--- config.mk ---
export PLATFORM = sky130hd
export DESIGN_NAME = wb_select_stage
export DESIGN_NICKNAME = d
export VERILOG_FILES = /design/src/rtl/wb_select_stage.sv
export SDC_FILE = /design/constraint.sdc
export NUM_CORES = 1
export LEC_CHECK = 0
export CORE_ASPECT_RATIO = 1.25
export CORE_MARGIN = 4
export CORE_UTILIZATION = 41
export DETAILED_ROUTE_END_ITERATION = 12
export GPL_TIMING_DRIVEN = 0
export PLACE_DENSITY = 0.75
export SYNTH_ARGS = -nofsm -noshare
export SYNTH_HDL_FRONTEND = slang
export SYNTH_SLANG_ARGS = --single-unit
--- constraint.sdc ---
create_clock -name clk -period 2.3 [get_ports clk]
set_clock_uncertainty 0.15 [all_clocks]
set_input_delay 0.345 -clock clk [delete_from_list [all_inputs] [get_ports clk]]
set_output_delay 0.345 -clock clk [all_outputs]
set_load 0.01 [all_outputs]
--- src/rtl/wb_select_stage.sv ---
// Write-back result selector: picks one of NSRC sources, formats RISC-V loads,
// and hands the result out through a registered valid/ready stage with a skid entry.
module wb_select_stage #(
    parameter  int XLEN     = 32,
    parameter  int NSRC     = 4,
    parameter  int LOAD_SRC = 0,
    localparam int SELW     = $clog2(NSRC + 1)
) (
    input  logic                 clk,
    input  logic                 rst,
    input  logic                 in_valid,
    output logic                 in_ready,
    input  logic [NSRC*XLEN-1:0] in_src,
    input  logic [SELW-1:0]      in_sel,
    input  logic [2:0]           in_funct3,
    input  logic [1:0]           in_addr_lo,
    input  logic [4:0]           in_rd,
    output logic                 out_valid,
    input  logic                 out_ready,
    output logic [XLEN-1:0]      out_data,
    output logic [4:0]           out_rd,
    output logic                 out_err
);

    typedef enum logic [1:0] {
        EMPTY = 2'd0,
        ONE   = 2'd1,
        TWO   = 2'd2
    } state_e;

    state_e            state_q, state_d;
    logic [XLEN-1:0]   main_data_q, main_data_d;
    logic [4:0]        main_rd_q,   main_rd_d;
    logic              main_err_q,  main_err_d;
    logic [XLEN-1:0]   skid_data_q, skid_data_d;
    logic [4:0]        skid_rd_q,   skid_rd_d;
    logic              skid_err_q,  skid_err_d;

    logic [XLEN-1:0]   sel_word;
    logic [XLEN-1:0]   ld_word;
    logic [7:0]        ld_byte;
    logic [15:0]       ld_half;
    logic [XLEN-1:0]   fmt_data;
    logic              fmt_err;
    logic              acc_in, acc_out;

    // Source mux and load formatting, done before capture so both entries hold final values.
    always_comb begin
        sel_word = '0;
        for (int k = 0; k < NSRC; k++) begin
            if (in_sel == SELW'(k))
                sel_word = in_src[k*XLEN +: XLEN];
        end
        ld_word  = in_src[LOAD_SRC*XLEN +: XLEN];
        ld_byte  = ld_word[{in_addr_lo, 3'b000} +: 8];
        ld_half  = in_addr_lo[1] ? ld_word[31:16] : ld_word[15:0];
        fmt_data = sel_word;
        fmt_err  = 1'b0;
        if (in_sel == SELW'(LOAD_SRC)) begin
            fmt_data = '0;
            case (in_funct3)
                3'b000: fmt_data = {{(XLEN-8){ld_byte[7]}}, ld_byte};
                3'b100: fmt_data = {{(XLEN-8){1'b0}}, ld_byte};
                3'b001, 3'b101: begin
                    if (in_addr_lo[0])
                        fmt_err = 1'b1;
                    else if (in_funct3[2])
                        fmt_data = {{(XLEN-16){1'b0}}, ld_half};
                    else
                        fmt_data = {{(XLEN-16){ld_half[15]}}, ld_half};
                end
                3'b010: begin
                    if (in_addr_lo != 2'b00)
                        fmt_err = 1'b1;
                    else
                        fmt_data = ld_word;
                end
                default: fmt_err = 1'b1;
            endcase
        end
    end

    // in_ready looks only at registered state and rst, never at out_ready.
    assign in_ready  = !rst && (state_q != TWO);
    assign out_valid = (state_q != EMPTY);
    assign out_data  = main_data_q;
    assign out_rd    = main_rd_q;
    assign out_err   = main_err_q;

    assign acc_in  = in_valid && in_ready;
    assign acc_out = out_valid && out_ready;

    always_comb begin
        state_d     = state_q;
        main_data_d = main_data_q;
        main_rd_d   = main_rd_q;
        main_err_d  = main_err_q;
        skid_data_d = skid_data_q;
        skid_rd_d   = skid_rd_q;
        skid_err_d  = skid_err_q;
        case (state_q)
            EMPTY: begin
                if (acc_in) begin
                    state_d     = ONE;
                    main_data_d = fmt_data;
                    main_rd_d   = in_rd;
                    main_err_d  = fmt_err;
                end
            end
            ONE: begin
                if (acc_in && acc_out) begin
                    main_data_d = fmt_data;
                    main_rd_d   = in_rd;
                    main_err_d  = fmt_err;
                end else if (acc_in) begin
                    state_d     = TWO;
                    skid_data_d = fmt_data;
                    skid_rd_d   = in_rd;
                    skid_err_d  = fmt_err;
                end else if (acc_out) begin
                    state_d     = EMPTY;
                end
            end
            TWO: begin
                if (acc_out) begin
                    state_d     = ONE;
                    main_data_d = skid_data_q;
                    main_rd_d   = skid_rd_q;
                    main_err_d  = skid_err_q;
                end
            end
            default: state_d = EMPTY;
        endcase
    end

    always_ff @(posedge clk) begin
        if (rst) begin
            state_q     <= EMPTY;
            main_data_q <= '0;
            main_rd_q   <= '0;
            main_err_q  <= 1'b0;
            skid_data_q <= '0;
            skid_rd_q   <= '0;
            skid_err_q  <= 1'b0;
        end else begin
            state_q     <= state_d;
            main_data_q <= main_data_d;
            main_rd_q   <= main_rd_d;
            main_err_q  <= main_err_d;
            skid_data_q <= skid_data_d;
            skid_rd_q   <= skid_rd_d;
            skid_err_q  <= skid_err_d;
        end
    end

endmodule

Word level (Yosys, flattened, before mapping). Index checks and enable logic that the tools add are counted.

Equality and inequality tests: 15. Shifts and indexed selects: 1. Muxes and demuxes: 31. Bitwise logic cells: 1. Reductions and logical operators: 16.

Operators with widths (count): $mux 32 (10); $pmux 32 s4 (1); $pmux 32 s3 (1); $shiftx 32x6->8 (1); $mux 16 (1); $mux 5 (3); $pmux 5 s3 (1); $mux 2 (5); $ne 2x2->1 const B (5); $eq 3x2->1 const B (3); $reduce_and 4->1 (2); $eq 3x1->1 const B (2); $eq 3x3->1 const B (2); $logic_not 3->1 (2); $mux 1 (6); $pmux 1 s3 (2); $pmux 2 s3 (1); $logic_and 1x1->1 (4); $reduce_bool 2->1 (2); $reduce_or 2->1 (2); $ne 3x3->1 const B (1); $reduce_and 3->1 (1); $reduce_bool 3->1 (1); $eq 2x1->1 const B (1); 4 further kinds (4).

Word-level logic and storage cells: 71. Bits of input ports: 145. Output and inout bits: 40. Register bits after elaboration: 78.

Depth between registers and ports, before layout.
Depth after elaboration: 7. Mapped depth: 9.

Worst setup path after synthesis. No wires, ideal clock.

Path type: input to register. Start: input port in_addr_lo[1]. End: register main_data_q[16], in the netlist out_data[16]. Data required time: 2017 ps. Library setup time: 133 ps. Arrival: 1812 ps. Setup slack: 205 ps. Stages on the path: 7. Buffers on the path: 2. Path through: buf_2 -> mux2i_1 -> o32ai_4 -> buf_6 -> a21o_1 -> a2111oi_4 -> nor4_1.

Word-level cells in the longest chain between the ends: 7.

Ends and longest elaborated chain: start: declaration (line 16) `input logic [1:0] in_addr_lo,`; branches (longest 3 deep; another with $shiftx 32x6->8); $pmux 32 s4 (*) (line 61) `case (in_funct3)`; $mux 32 (*) (line 59) `if (in_sel == SELW'(LOAD_SRC)) begin`; $mux 32, on equally long branches (line 111, 103); $pmux 32 s3 (*) (line 101) `case (state_q)`; end signal: assignment (line 147) `main_data_q <= main_data_d;`; end: declaration (line 32) `logic [XLEN-1:0] main_data_q, main_data_d;`.

Mark *: on every way between the ends. The select of a mux whose other input is x is not followed. A chain may end at the register's enable or synchronous reset.

Final worst setup path.
Start: register state_q[0]. End: output port in_ready.

Word-level cells in the longest chain between the ends: 2.

Ends and longest elaborated chain: start: declaration (line 31) `state_e state_q, state_d;`; start signal: assignment (line 146) `state_q <= state_d;`; $ne 2x2->1 (line 84) `assign in_ready = !rst && (state_q != TWO);`; $logic_and 1x1->1 (line 84); end: declaration (line 12) `output logic in_ready,`.

No other way between the ends.

==> run metrics <==
Switching Fraction 0.2755; Fmax 450.3 MHz; post-route ant nets 0; Multi-input gate area 0.003259 mm2; logic gate share of total power 0.256; Synth area leaders dfxtp_1, a211oi_1, nor2_1, nor3_1, mux2i_1; dpl cells 964; # DRC 0; Clk pin slew, worst setup/hold paths 0.06 ns; most frequent cell after synthesis nor2_1; Bufs on Longest Clock Path 2; CP Cell Sequence nor2b_4, clkbuf_4, nor2_1, clkdlybuf4s50_1; syn nets roughly 770; Max IR drop VDD 331.6 uV; Slew Limit Fails 0; initial antenna violation count 0; port bufs 179; max_slew headroom 0.4711; WP data required 1.80 ns; pwr dens 549.5 mW/mm2; Setup Crit Path Kind reg2out; initial cell density of the core 0.4167; depth of the CTS H-tree 3; min Tclk post-route 2.221 ns; Final setup viols 0; cell area after layout 0.007634 mm2; leakage between 2 and 3 nW; Critical Path Source Type register; Synth Register Bits 78; post-synth top area cell dfxtp_1; Total GRT Usage 0.2911; largest net degree at the start of global routing 15; Layout Cells excl Fill between 900 and 1000; first-pass GRT wire length 32180 um; Post-CTS Hold Buffers 0; Post-Syn Instances 621; Layout Nets 959; outcome finished, final reports clean; drt first-iter violations roughly 420; n_diodes 0; top-area cell type share of the netlist area 0.3095; Internal between 3 and 4 mW; placed instance area 0.007042 mm2; root buf cell clkbuf_16; Total Power Consumption between 4 and 5 mW; Arr. time, crit path 1.73 ns; via count 5819; Sw Pwr roughly 1.2 mW; Max-Cap Viols 0; Rows 45; final hold vios 0; Sequential Area 0.001563 mm2; total iterations of the first detailed-routing run 5; Ports 185; clk_lat worst skew 0.33 ns; Syn Std Cell Area 0.005045 mm2; layout filler cell count roughly 1100; final wirelength approximately 21000 um; Post-synth top cells nor2_1, dfxtp_1, nor3_1; Critical Path End Type output port; final period utilization 0.9655; die span in y roughly 130 um; Avg WL per Cell 21.79 um; CP max stage delay 0.54 ns; number of global-route vias before repair 5792; DPL Wire Length 16660 um; Ys Warns 0; GPL Wtd Cong between 0.9 and 1; Avg Synthesized Cell Area 8.124 um2; Tightest Hold Check Type reg2reg; synth unique cells 55; Area growth syn-to-layout 51.31%; crit path max-delay cell type clkdlybuf4s50_1; core area 0.01211 mm2; Post-synth EDFFs 0; CP bufs+invs 2; layout cells sized above 1 0.1600; CTS tree built; critical path peak fanout 10; DIE WIDTH 107.2 um; Reg power frac 0.346; ys flop type dfxtp_1; total gr overflow 0; clock network power share 0.397; via-per-instance ratio 5.920; Num Clock Sinks 78; CTS buffer count 9; pin slew with the least headroom to its limit 0.7933 ns; Top Family by Delay on Critical Path buffers and inverters; Post-synth ARST share 0; Die Area 0.01415 mm2; Seq/Total Area, Yosys 0.3095
==> worst reg2reg max path: cells and delay by family, from the launching register on <==
| family | cells | cell delay, ns |
|---|---|---|
| AOI/OAI and AO/OA | 1 | 0.32 |
| buffers and inverters | 3 | 0.48 |
| DFF | 1 | 0.38 |
| and+or+nand+nor | 4 | 0.75 |
==> power by group through the flow <==
| stage | clock network, mW | registers, mW | logic (mW) |
|---|---|---|---|
| CTS | 1.67 | 1.45 | 1.05 |
| detailed placement | 0 | 1.48 | 1.01 |
| global route | 1.72 | 1.46 | 1.14 |
| global placement | 0 | 1.48 | 0.997 |
| finish | 1.67 | 1.45 | 1.08 |
| floorplan | 0 | 1.50 | 0.479 |
==> cell type report <==
type,instances,share of cell area
sequential,78,0.2047
inverter,9,0.004426
timing repair buffer,183,0.2388
clock inverter,6,0.01541
tap,164,0.02688
clock buffer,10,0.03000
buffer,69,0.05278
multi-input combinational,464,0.4270
==> path summary, 6_finish.rpt <==
path                            slack [ns]  depth (start not counted)                 startpoint                        end
worst max register to register        0.09                          8    state_q[0]$_SDFFE_PP0P_  out_data[29]$_SDFFE_PP0P_
worst min register to register        0.31                          2  skid_rd_q[1]$_SDFFE_PP0P_  skid_rd_q[1]$_SDFFE_PP0P_
worst max-delay path                  0.08                          4    state_q[0]$_SDFFE_PP0P_                   in_ready
worst min-delay path                  0.31                          2  skid_rd_q[1]$_SDFFE_PP0P_  skid_rd_q[1]$_SDFFE_PP0P_
==> stage by stage <==
step / setup WS (ns) / TNS [ns] / utilization / hold slack [ns]
CTS: 0.003388 / 0 / 0.6219 / 0.3083
floorplan: 0.2046 / 0 / - / 0.2822
global placement: -0.7473 / -33.59 / 0.5817 / 0.2915
global route: -0.02290 / -0.02290 / 0.6306 / 0.3411
detailed placement: -0.7436 / -36.27 / 0.5817 / 0.2989
finish: 0.07924 / 0 / 0.6306 / 0.3081
==> flip-flops by register name, indices dropped and copies added (netlist names) <==
signal,flops
skid_data_q,32
skid_rd_q,5
state_q,2
out_data,32
skid_err_q,1
out_err,1
out_rd,5
==> timing repair <==
item | CTS | global route
pin swaps | 2 | 5
buffers inserted | 1 | 2
setup endpoints to repair | 68 | 56
gates resized for setup | 41 | 30
cloned | 0 | 1
==> routing by layer <==
| metal | wire length, um | vias to the layer above | GRT usage |
|---|---|---|---|
| li1 | - | 2720 | - |
| met1 | 8593 | 2810 | 0.3600 |
| met2 | 10610 | 227 | 0.4934 |
| met3 | 1141 | 62 | 0.03479 |
| met4 | 1074 | 0 | 0.1464 |
| met5 | 0 | - | 0 |
==> logic make-up (layout without fill, tap and decap cells) <==
logic type | after synthesis | in the layout | share of synthesized area
buffers and inverters | 79 | 277 | 0.07664
flip-flops | 78 | 78 | 0.3095
multiplexers | 43 | 43 | 0.1042
AND/OR/NAND/NOR | 242 | 242 | 0.2309
XOR/XNOR | 1 | 1 | 0.001736
AO/OA/AOI/OAI | 178 | 178 | 0.2770
==> cell usage in the layout (no fill, tap or decap), types with 6 or more instances in the layout <==
| cell type | count |
|---|---|
| o32ai_2 | 6 |
| clkbuf_2 | 6 |
| inv_1 | 9 |
| mux2i_1 | 19 |
| o22ai_1 | 6 |
| nand2_1 | 27 |
| a211oi_1 | 42 |
| buf_2 | 18 |
| a22oi_1 | 15 |
| buf_6 | 8 |
| a21oi_1 | 33 |
| nor2_1 | 97 |
| a211oi_2 | 7 |
| buf_4 | 8 |
| mux2_2 | 16 |
| a311oi_1 | 6 |
| nor2b_1 | 9 |
| clkbuf_4 | 7 |
| nor3_1 | 58 |
| clkbuf_16 | 9 |
| a31oi_1 | 8 |
| clkdlybuf4s50_1 | 173 |
| dfxtp_1 | 77 |
| mux4_2 | 6 |
| a2111oi_2 | 13 |
| a21o_1 | 16 |
| nor4_1 | 24 |
| clkbuf_1 | 26 |
| nand3b_1 | 8 |
Power figures use the tool's default switching activity.
